`src/rtl/alu_ctrl.sv`:
```
// ============================================================================
// alu_ctrl : MIPS-subset issue/decode/writeback controller for an external ALU
// Option   : define ALU_CTRL_SHIFT_EN to decode srlv/srav.   Revision: 1.0
// ============================================================================
`default_nettype none

module alu_ctrl (
    input  logic        clk,
    input  logic        reset_n,
    input  logic        instr_valid,
    output logic        instr_ready,
    input  logic [31:0] instr,
    output logic [31:0] alu_a,
    output logic [31:0] alu_b,
    output logic [2:0]  alu_op,
    input  logic [31:0] alu_c,
    output logic        done,
    output logic        err,
    output logic [4:0]  wb_addr,
    output logic [31:0] wb_data,
    input  logic [4:0]  dbg_addr,
    output logic [31:0] dbg_data
);

    typedef enum logic [1:0] {
        IDLE   = 2'd0,
        DECODE = 2'd1,
        EXEC   = 2'd2,
        WB     = 2'd3
    } state_t;

    state_t      state, state_nxt;
    logic [31:0] instr_q;
    logic [31:0] rf [32];
    logic [31:0] result;
    logic [4:0]  dest;

    logic [5:0]  opcode, funct;
    logic [4:0]  rs, rt, rd;
    logic        dec_legal;
    logic [2:0]  dec_op;
    logic [31:0] dec_a, dec_b;
    logic [4:0]  dec_dest;

    assign opcode   = instr_q[31:26];
    assign rs       = instr_q[25:21];
    assign rt       = instr_q[20:16];
    assign rd       = instr_q[15:11];
    assign funct    = instr_q[5:0];

    // Entry 0 is never written, so it always reads zero.
    assign dbg_data    = rf[dbg_addr];
    assign instr_ready = (state == IDLE);

    always_comb begin
        dec_legal = 1'b0;
        dec_op    = 3'b000;
        dec_a     = rf[rs];
        dec_b     = rf[rt];
        dec_dest  = rd;
        case (opcode)
            6'b000000: begin
                case (funct)
                    6'b100001: begin dec_legal = 1'b1; dec_op = 3'b000; end
                    6'b100011: begin dec_legal = 1'b1; dec_op = 3'b001; end
                    6'b100100: begin dec_legal = 1'b1; dec_op = 3'b010; end
                    6'b100101: begin dec_legal = 1'b1; dec_op = 3'b011; end
`ifdef ALU_CTRL_SHIFT_EN
                    // Shifts put the value in alu_a and the amount in alu_b.
                    6'b000110: begin
                        dec_legal = 1'b1; dec_op = 3'b100;
                        dec_a = rf[rt]; dec_b = rf[rs];
                    end
                    6'b000111: begin
                        dec_legal = 1'b1; dec_op = 3'b101;
                        dec_a = rf[rt]; dec_b = rf[rs];
                    end
`endif
                    default: dec_legal = 1'b0;
                endcase
            end
            6'b001101: begin
                dec_legal = 1'b1;
                dec_op    = 3'b011;
                dec_b     = {16'h0000, instr_q[15:0]};
                dec_dest  = rt;
            end
            default: dec_legal = 1'b0;
        endcase
    end

    always_comb begin
        state_nxt = state;
        case (state)
            IDLE:    if (instr_valid) state_nxt = DECODE;
            DECODE:  state_nxt = dec_legal ? EXEC : IDLE;
            EXEC:    state_nxt = WB;
            WB:      state_nxt = IDLE;
            default: state_nxt = IDLE;
        endcase
    end

    always_ff @(posedge clk) begin
        if (!reset_n) begin
            state   <= IDLE;
            instr_q <= 32'h0;
            alu_a   <= 32'h0;
            alu_b   <= 32'h0;
            alu_op  <= 3'b000;
            result  <= 32'h0;
            dest    <= 5'd0;
            done    <= 1'b0;
            err     <= 1'b0;
            wb_addr <= 5'd0;
            wb_data <= 32'h0;
            for (int i = 0; i < 32; i++) rf[i] <= 32'h0;
        end else begin
            state <= state_nxt;
            done  <= 1'b0;
            err   <= 1'b0;
            case (state)
                IDLE: if (instr_valid) instr_q <= instr;
                DECODE: begin
                    if (dec_legal) begin
                        alu_a  <= dec_a;
                        alu_b  <= dec_b;
                        alu_op <= dec_op;
                        dest   <= dec_dest;
                    end else begin
                        err <= 1'b1;
                    end
                end
                EXEC: result <= alu_c;
                WB: begin
                    if (dest != 5'd0) rf[dest] <= result;
                    done    <= 1'b1;
                    wb_addr <= dest;
                    wb_data <= result;
                end
                default: ;
            endcase
        end
    end

endmodule

`default_nettype wire

```
`config.mk`:
```
export PLATFORM = sky130hd
export DESIGN_NAME = alu_ctrl
export DESIGN_NICKNAME = d
export VERILOG_FILES = /design/src/rtl/alu_ctrl.sv
export SDC_FILE = /design/constraint.sdc
export NUM_CORES = 2
export LEC_CHECK = 0
export CORE_ASPECT_RATIO = 0.9
export CORE_MARGIN = 5
export CORE_UTILIZATION = 55
export CTS_CLUSTER_SIZE = 16
export DETAILED_ROUTE_END_ITERATION = 6
export DONT_BUFFER_PORTS = 1
export GPL_TIMING_DRIVEN = 0
export PLACE_DENSITY = 0.72
export RECOVER_POWER = 50
export SYNTH_ARGS = -nofsm -noshare
export SYNTH_HDL_FRONTEND = slang
export SYNTH_SLANG_ARGS = --single-unit
```
`constraint.sdc`:
```
create_clock -name clk -period 4.95 [get_ports clk]
set_clock_uncertainty 0.05 [all_clocks]
set_input_delay 0.99 -clock clk [delete_from_list [all_inputs] [get_ports clk]]
set_output_delay 0.99 -clock clk [all_outputs]
set_load 0.05 [all_outputs]
```
==> metrics.cfg <==
[sta]
rsz0062_at_grt = yes
setup_viol = 44
tns_ps = -3220
fmax_ghz = 0.190
whs_ps = 260
min_period_ps = 5260
tightest_slew_ps = 3530
relSlewSlack_pct = -135
fin_crit_sh_pct = 106
hold_viol_final = 0
setup_slack_ps = -314
slew_violations = 326

[yosys]
yosysSeqAreaShare_pct = 51.3
synth_edf_count = 1024
synth_area_mm2 = 0.0670
synth_ff_type = edfxtp_1
synth.distinct_cells = 58
async_reset_ff_share_pct = 0
postSynthAreaPerCell_um2 = 14.7
ys_ff_latch = 1205
syn_inst = 4558
synth-warning-count = 0

[clocking]
path_clk_slew_ps = 70
clock-sinks = 1205
root_buffer = clkbuf_16
postCtsSetupRepairBufs = 0
cts_tree = done
insertion_delay_ps = 820
clk_path_buf_depth = 3
cts_buffers = 133
cts.htree.levels = 4

[routing]
antenna_left = 0
drc = 51
routed_wl_um = 301000
drt_iter0_drc = 10383
vias_per_cell = 7.75
wire_per_inst_um = 46.3
dr.pass1.iters = 7
vias = 50348

[layout]
final_cell_mix = edfxtp_1, mux4_2, and2_1, clkbuf_1, and2_0
final_util_pct = 61.6
area_growth_syn_to_layout_pct = 11.3
nFillCells = 9086
drive_gt1_share_pct = 25.0
final_net_count = 4841
fin_cells = 6495
multi_input_area_mm2 = 0.0309
layout_commonest_cell = edfxtp_1
regArea_mm2 = 0.0344
design_area_mm2 = 0.0746

[floorplanning]
dieArea_mm2 = 0.129
core_area_mm2 = 0.121
start_util_pct = 55.4
io-pin-count = 211
die_w_um = 378
die-height_um = 341
rows = 121

[global_route]
grt_first_pass_wirelength_um = 399000
grt.overflow.total = 0
grt_pass1_vias = 46661
grt_antenna_before_repair = 41
grt_max_degree = 42
track_usage_pct = 46.3

[placement]
gp_congestion = 1.06
port_buffers = 0
place_inst = 6226
place_area_mm2 = 0.0704
dp_slack_ps = -606
place_hpwl_um = 224000

[worst_setup_path]
cp-end-kind = flip-flop
crit_fanout = 10
crit_type = flip-flop to flip-flop
arrival_ps = 5880
reg2reg_slack_ps = -310
critPathRequiredTime_ps = 5560
crit_path_start_kind = flip-flop

[job]
max_cap_viol_count = 22

[run_status]
status = finished, violations left
failed_checks = DRC, capacitance limit, slew limit, setup timing

[pwr]
totalPowerFinal_mw = 25.4
power.leakage_nw = 24.6
power_density_mw_per_mm2 = 340
peakVddDrop_v = 0.000265

[worst_hold_path]
hold_class = primary input to flip-flop
holdCritStartpoint = alu_c[9]

==> kinds of logic after synthesis <==
group / synth area share [%]
flops: 51.3
xor+xnor: 0.0131
compound gates: 4.80
other cells: 0.00560
buf+inv: 3.05
simple gates: 12.4
mux: 28.4
==> report_power, final <==
part	total (mW)	switching [mW]	internal (mW)
sequential	11.6	0.309	11.3
combinational	3.67	2.37	1.29
clock	10.1	4.42	5.67
==> final timing paths <==
kind                 to  depth (start not counted)
max reg2reg   alu_b[11]                          7
max           alu_b[11]                          7
min reg2reg  instr_q[7]                          2
min           result[9]                          2
==> layout make-up <==
type	instances	share of cell area, %
Sequential cell	1205	46.1
Multi-Input combinational cell	2879	41.4
Clock buffer	178	5.04
Buffer	500	2.80
Tap cell	1599	2.68
Timing Repair Buffer	44	1.16
Clock inverter	61	0.705
Antenna cell	23	0.0772
Inverter	6	0.0302
==> timing repair <==
action / in CTS / in global routing
setup endpoints to repair: 32 / 26
pin swaps: 0 / 0
hold buffers: 0 / 0
gates resized for setup: 18 / 10
==> sequential cells by signal (all words and copies together) (netlist names), named ones only <==
register,count
rf,1024
alu_a,32
alu_b,32
instr_q,32
result,32
wb_data,32
dest,5
wb_addr,5
alu_op,2
done,1
err,1
state,1
==> Yosys cell counts, types with 46 or more instances <==
cell	number	share of area, %
a21oi_1	109	0.81
a22oi_1	52	0.58
and2_1	995	9.3
buf_2	89	0.66
clkbuf_1	368	2.1
dfxtp_1	181	5.4
edfxtp_1	1024	46
mux2i_1	46	0.69
mux4_2	809	27
nand2_1	239	1.3
nor2_1	78	0.44
o21ai_0	69	0.52
o22ai_1	192	1.8
==> routing by layer <==
layer	track usage [%]	up-vias	part of all wire, %
met5	4.64	-	0.44
met1	58.6	25725	34
met3	36.2	859	23
li1	-	18396	-
met4	14.3	58	4.3
met2	60.2	5310	39
==> worst max-delay path: stages (launching register included) <==
cell,delay [ps]
dfxtp_1,320
clkbuf_1,590
clkbuf_1,870
clkbuf_1,920
mux4_2,420
a221oi_1,1440
and3_1,400
o22ai_1,100
Note: power is estimated with default switching activity, not from simulation.
